**config.mk**
```make
export PLATFORM = sky130hd
export DESIGN_NAME = bayer_mosaic_tx
export DESIGN_NICKNAME = d
export VERILOG_FILES = /design/src/rtl/bayer_mosaic_tx.sv
export SDC_FILE = /design/constraint.sdc
export NUM_CORES = 1
export LEC_CHECK = 0
export BUFFER_PORTS_ARGS = -buffer_cell sky130_fd_sc_hd__buf_2
export CAP_MARGIN = 40
export CORE_UTILIZATION = 48
export CTS_CLUSTER_SIZE = 16
export DETAILED_ROUTE_END_ITERATION = 7
export GPL_TIMING_DRIVEN = 0
export HOLD_SLACK_MARGIN = 0.05
export PLACE_DENSITY = 0.74
export SLEW_MARGIN = 10
export SYNTH_ARGS = -nofsm -noshare
export SYNTH_HDL_FRONTEND = slang
export SYNTH_SLANG_ARGS = --single-unit
```
**constraint.sdc**
```tcl
create_clock -name CLK -period 3.1 [get_ports CLK]
set_clock_uncertainty 0.1 [all_clocks]
set_input_delay 0.775 -clock CLK [delete_from_list [all_inputs] [get_ports CLK]]
set_output_delay 0.775 -clock CLK [all_outputs]
set_load 0.05 [all_outputs]
```
**src/rtl/bayer_mosaic_tx.sv**
```systemverilog
// -----------------------------------------------------------------------------
// bayer_mosaic_tx
//   Converts a full-RGB pixel stream into a single-channel RGGB Bayer RAW
//   stream. Each output sample carries its row/column parity so that it can
//   feed the raw input path of the demosaic pipeline directly.
//   Both sides use valid/ready handshakes. A main output register plus one
//   skid register sustain one pixel per clock. s_ready is a register, so no
//   combinational path runs from m_ready to s_ready.
//
// Ports
//   CLK, RST_N          clock, synchronous active-low reset
//   s_valid / s_ready   input handshake
//   s_r, s_g, s_b       input RGB components (DW bits each)
//   s_sof, s_eol        input start-of-frame / end-of-line markers
//   m_valid / m_ready   output handshake
//   m_raw               Bayer sample (DW bits)
//   m_x, m_y            column / row parity of the sample
//   m_sof, m_eol        first pixel of frame / last pixel of line (from counters)
//   err_line            one-cycle pulse when the input line length is wrong
// -----------------------------------------------------------------------------
module bayer_mosaic_tx #(
  parameter int DW    = 10,
  parameter int H_ACT = 1920,
  parameter int V_ACT = 1080
) (
  input  logic          CLK,
  input  logic          RST_N,
  input  logic          s_valid,
  output logic          s_ready,
  input  logic [DW-1:0] s_r,
  input  logic [DW-1:0] s_g,
  input  logic [DW-1:0] s_b,
  input  logic          s_sof,
  input  logic          s_eol,
  output logic          m_valid,
  input  logic          m_ready,
  output logic [DW-1:0] m_raw,
  output logic          m_x,
  output logic          m_y,
  output logic          m_sof,
  output logic          m_eol,
  output logic          err_line
);

  localparam int XW = (H_ACT > 1) ? $clog2(H_ACT) : 1;
  localparam int YW = (V_ACT > 1) ? $clog2(V_ACT) : 1;

  typedef struct packed {
    logic [DW-1:0] raw;
    logic          y;
    logic          x;
    logic          sof;
    logic          eol;
  } beat_t;

  logic [XW-1:0] x_cnt_q, x_cnt_d;
  logic [YW-1:0] y_cnt_q, y_cnt_d;
  logic          main_valid_q, main_valid_d;
  beat_t         main_q, main_d;
  logic          skid_valid_q, skid_valid_d;
  beat_t         skid_q;
  logic          s_ready_q, s_ready_d;
  logic          err_q, err_d;

  logic [XW-1:0] pos_x;
  logic [YW-1:0] pos_y;
  logic          x_last, y_last, line_end;
  logic          accept, main_free, skid_load;
  beat_t         in_beat;

  assign accept    = s_valid & s_ready_q;
  // The main register can take a new beat if it is empty now or drains at this edge.
  assign main_free = ~main_valid_q | m_ready;
  assign skid_load = accept & ~main_free;

  // Position of the pixel presented now. s_sof forces it to (0,0).
  always_comb begin
    pos_x    = s_sof ? '0 : x_cnt_q;
    pos_y    = s_sof ? '0 : y_cnt_q;
    x_last   = (pos_x == XW'(H_ACT - 1));
    y_last   = (pos_y == YW'(V_ACT - 1));
    line_end = x_last | s_eol;

    in_beat     = '0;
    in_beat.x   = pos_x[0];
    in_beat.y   = pos_y[0];
    in_beat.sof = (pos_x == '0) && (pos_y == '0);
    in_beat.eol = x_last;
    unique case ({pos_y[0], pos_x[0]})
      2'd0:    in_beat.raw = s_r;
      2'd3:    in_beat.raw = s_b;
      default: in_beat.raw = s_g;
    endcase
  end

  // Next-state logic for counters, pipeline registers and status.
  // NOTE: every signal gets a default at the top of the block so that no
  // path leaves a value unassigned. That would infer a latch.
  always_comb begin
    x_cnt_d      = x_cnt_q;
    y_cnt_d      = y_cnt_q;
    main_valid_d = main_valid_q;
    main_d       = main_q;
    skid_valid_d = skid_valid_q;

    if (accept) begin
      if (line_end) begin
        x_cnt_d = '0;
        y_cnt_d = y_last ? '0 : pos_y + YW'(1);
      end else begin
        x_cnt_d = pos_x + XW'(1);
        y_cnt_d = pos_y;
      end
    end

    if (main_free) begin
      // The skid entry is older than any new beat, so it goes first. When it is
      // occupied s_ready is low, so no beat is accepted in the same cycle.
      main_valid_d = skid_valid_q | accept;
      if (skid_valid_q) begin
        main_d = skid_q;
      end else if (accept) begin
        main_d = in_beat;
      end
      skid_valid_d = 1'b0;
    end else if (accept) begin
      skid_valid_d = 1'b1;
    end

    // A short line (eol before the last column) or a long line (no eol at the
    // last column) is flagged. The counters still wrap as usual.
    err_d     = accept & (x_last ^ s_eol);
    s_ready_d = ~skid_valid_d;
  end

  // NOTE: sequential state uses non-blocking assignments only, so every
  // register samples values from before the clock edge.
  always_ff @(posedge CLK) begin
    if (!RST_N) begin
      x_cnt_q      <= '0;
      y_cnt_q      <= '0;
      main_valid_q <= 1'b0;
      main_q       <= '0;
      skid_valid_q <= 1'b0;
      s_ready_q    <= 1'b0;
      err_q        <= 1'b0;
    end else begin
      x_cnt_q      <= x_cnt_d;
      y_cnt_q      <= y_cnt_d;
      main_valid_q <= main_valid_d;
      main_q       <= main_d;
      skid_valid_q <= skid_valid_d;
      s_ready_q    <= s_ready_d;
      err_q        <= err_d;
    end
  end

  // NOTE: the skid payload has no reset. Its valid bit decides whether the
  // payload is ever used, so a reset would only add load on the reset net.
  always_ff @(posedge CLK) begin
    if (skid_load) begin
      skid_q <= in_beat;
    end
  end

  assign s_ready  = s_ready_q;
  assign m_valid  = main_valid_q;
  assign m_raw    = main_q.raw;
  assign m_x      = main_q.x;
  assign m_y      = main_q.y;
  assign m_sof    = main_q.sof;
  assign m_eol    = main_q.eol;
  assign err_line = err_q;

endmodule

```
==> impl_summary.log <==
INFO  metric status = complete, no violations
INFO  metric crit_family = simple AND/OR/NAND/NOR gates
INFO  metric setup.worst_path.end_class = flip-flop
INFO  metric design.core.area = 5610 um^2
INFO  metric row_count = 27
INFO  metric placed_cells_incl_taps = 448
INFO  metric clock_path_buffers = 2
INFO  metric portBuffers = 52
INFO  metric postSynthCellCount = 323
INFO  metric die_w = 79.0 um
INFO  metric design.die.area = 6240 um^2
INFO  metric period_minus_slack = 3.00 ns
INFO  metric ys_seq_elements = 54
INFO  metric cts_root_buffer_type = clkbuf_8
INFO  metric cpMostUsedCell = nand2b_4
INFO  metric synth-edff-count = 14
INFO  metric syn-num-nets = 365
INFO  metric layoutNonFillerInstCount = 456
INFO  metric multiInputGateArea = 1530 um^2
INFO  metric drt_first_iter_violations = 187
INFO  metric cpMaxStageDelayCell = or4_1
INFO  metric tightestPinTransition = 0.657 ns
INFO  metric drv.max_cap_violation_count = 0
INFO  metric count_of_synthesis_stage_warnings_from_yosys = 0
INFO  metric most_common_cell_in_the_synthesized_netlist = dfxtp_1
INFO  metric synth-main-ff-cell = dfxtp_1
INFO  metric sw_frac_of_total = 0.290
INFO  metric ant_nets = 0
INFO  metric critPathMaxStageDelay = 0.50 ns
INFO  metric initial_core_util = 0.507
INFO  metric power.share.sequential = 0.536
INFO  metric synth-async-reset-ratio = 0
INFO  metric wl_per_cell = 16.4 um
INFO  metric global_route.usage.total = 0.252
INFO  metric worstPathCellList = buf_2, buf_6, nand2b_4, or4_1, or2_4, ha_4, nand2b_4, or3_4, o21a_1, a221o_1
INFO  metric data_arrival_time_of_the_critical_path = 3.12 ns
INFO  metric synth.largest_area_cell = dfxtp_1
INFO  metric clock_power_share = 0.293
INFO  metric final_nets = 425
INFO  metric drt-vias-per-instance = 6.00
INFO  metric seq_area = 1220 um^2
INFO  metric synth_top_cells_by_area = dfxtp_1 (28%), edfxtp_1 (15%), o21ai_0 (6.2%)
INFO  metric ir_worst_vdd = 316 uV
INFO  metric tritoncts = done
INFO  metric power.density = 425 nW/um^2
INFO  metric grt_pass1_wl = 12300 um
INFO  metric synth_sequential_area_ratio = 0.429
INFO  metric total_leakage_power = 1.30 nW
INFO  metric synth_top_cell_area_share = 0.281
INFO  metric power.switching = 0.409 mW
INFO  metric hold_violations = 0
INFO  metric antenna_violations_before_repair = 0
INFO  metric clk-insertion-delay-late = 0.32 ns
INFO  metric max-slew-margin-rel = 0.558
INFO  metric firstDrtPassIters = 5
INFO  metric grt_pass1_vias = 2527
INFO  metric die_h = 79.0 um
INFO  metric cts_inserted_buffers = 5
INFO  metric postCtsHoldBufs = 0
INFO  metric synth.cells.most_frequent = dfxtp_1 (40), o21ai_0 (35), nand2_1 (32)
INFO  metric clock_sink_count = 54
INFO  metric finalCritPeriodShare = 0.969
INFO  metric gp_congestion = 0.876
INFO  metric cell_area_after_synthesis = 2850 um^2
INFO  metric yosysUniqueCellTypes = 53
INFO  metric globalRoute.totalOverflow = 0
INFO  metric comb_power_share = 0.172
INFO  metric worstSetupStartpointType = input pin
INFO  metric worstPathMaxFanout = 10
INFO  metric maxClockFrequency = 333 MHz
INFO  metric flow.area_growth_from_synthesis = 16.7%
INFO  metric avgSynthCellArea = 8.81 um^2
INFO  metric cts_htree_levels = 2
INFO  metric route.vias.total = 2738
INFO  metric critPathRequiredTime = 3.21 ns
INFO  metric final_layout_size_suffix_gt1_frac = 0.201
INFO  metric antenna_diode_count = 0
INFO  metric maxSlewViolCount = 0
INFO  metric crit_path_kind = in2reg
INFO  metric final-setup-viol-count = 0
INFO  metric grt_max_degree = 16
INFO  metric drt_drc_violations_left = 0
INFO  metric min-delay-path-class = reg2reg
INFO  metric io_pins = 53
INFO  metric final_core_util = 0.592
INFO  metric timing.hold.ws = 0.407 ns
INFO  metric finalWirelength = 7460 um
INFO  metric postCtsSetupRepairBufs = 0
INFO  metric hpwlAfterDp = 5330 um
INFO  metric fillCellCount = 514
INFO  metric cell_internal_power = 1.00 mW
INFO  metric crit_buf_inv = 2
INFO  metric clkTransAtPathRegs = 0.11 ns
INFO  metric unrepaired_setup_endpoints_after_global_routing = false
[registers in the layout (all words and copies together) (netlist names)]
signal	flops
err_line	1
m_eol	1
m_raw	10
m_sof	1
m_valid	1
m_x	1
m_y	1
s_ready	1
skid_q	14
skid_valid_q	1
x_cnt_q	11
y_cnt_q	11
[layer usage]
layer	track usage	part of all wire	up-vias
met5	0	0	-
met4	0.0818	0.012	0
met3	0.0471	0.064	12
met2	0.413	0.47	94
met1	0.333	0.45	1309
li1	-	-	1323
[cells in the final DEF (no fill, tap or decap), drive strengths merged, types with 4 or more instances in the layout]
cell type and instances:
o21ai 35, or3 9, ha 6, or4 4, a22oi 12, a31oi 7
nand4b 6, mux2i 10, nor3 4, nor4 7, edfxtp 14, and3 4
inv 7, clkbuf 24, nand2b 9, nor2 17, nand3 13, dfxtp 40
nand2 32, a21oi 30, buf 58
[power groups by stage]
| stage | Clock, mW | Combinational [mW] | Sequential, mW |
|---|---|---|---|
| 2_1_floorplan | 0 | 0.108 | 0.825 |
| 3_3_place_gp | 0 | 0.235 | 0.772 |
| 3_5_place_dp | 0 | 0.239 | 0.772 |
| 4_1_cts | 0.416 | 0.241 | 0.756 |
| 5_1_grt | 0.446 | 0.263 | 0.758 |
| 6_report | 0.413 | 0.242 | 0.756 |
[layout make-up]
class | instances | share of cell area
Clock buffer | 7 | 0.0260
Clock inverter | 1 | 0.00151
Tap cell | 72 | 0.0271
Timing Repair Buffer | 53 | 0.0807
Buffer | 22 | 0.0294
Multi-Input combinational cell | 240 | 0.459
Inverter | 7 | 0.00792
Sequential cell | 54 | 0.368
[stage by stage]
stage / worst slack, ns / setup TNS [ns] / cell area, um^2 / power [mW]
after floorplan: 0.0229 / 0 / 2870 / 0.933
after global placement: -0.212 / -1.57 / 3220 / 1.01
after detailed placement: -0.242 / -1.64 / 3230 / 1.01
after CTS: 0.0861 / 0 / 3320 / 1.41
after global routing: 0.0480 / 0 / 3320 / 1.47
final: 0.0976 / 0 / 3320 / 1.41
[worst reg2reg max path, stage by stage (launching register included)]
cell      delay (ns)
dfxtp_1         0.46
nand2b_4        0.08
or4_1           0.50
or2_4           0.27
ha_4            0.19
nand2b_4        0.15
or3_4           0.36
o21a_1          0.20
a221o_1         0.29
[cell families (layout without fill, tap and decap cells)]
family	after synthesis	count (layout)	share of synthesized area
adder cells (fa/ha/maj)	6	6	0.0264
flip-flops	54	54	0.429
multiplexers	10	10	0.0352
AO/OA/AOI/OAI	101	101	0.215
buffers and inverters	29	90	0.0435
AND/OR/NAND/NOR	123	123	0.251
[path summary, 6_finish.rpt]
check                endpoint  depth (start not counted)  slack (ns)       start
setup / recovery  y_cnt_q[10]                         10         0.1       s_sof
hold / removal     x_cnt_q[1]                          2        0.41  x_cnt_q[1]
setup reg to reg  y_cnt_q[10]                          8        0.40  x_cnt_q[9]
hold reg to reg    x_cnt_q[1]                          2        0.41  x_cnt_q[1]
[timing repair]
action / 4_1_cts / 5_1_grt
endpoints found under the hold margin: 0 / 0
setup endpoints to repair: 0 / 1
resized for setup: 0 / 1
Note: power is estimated with default switching activity, not from simulation.
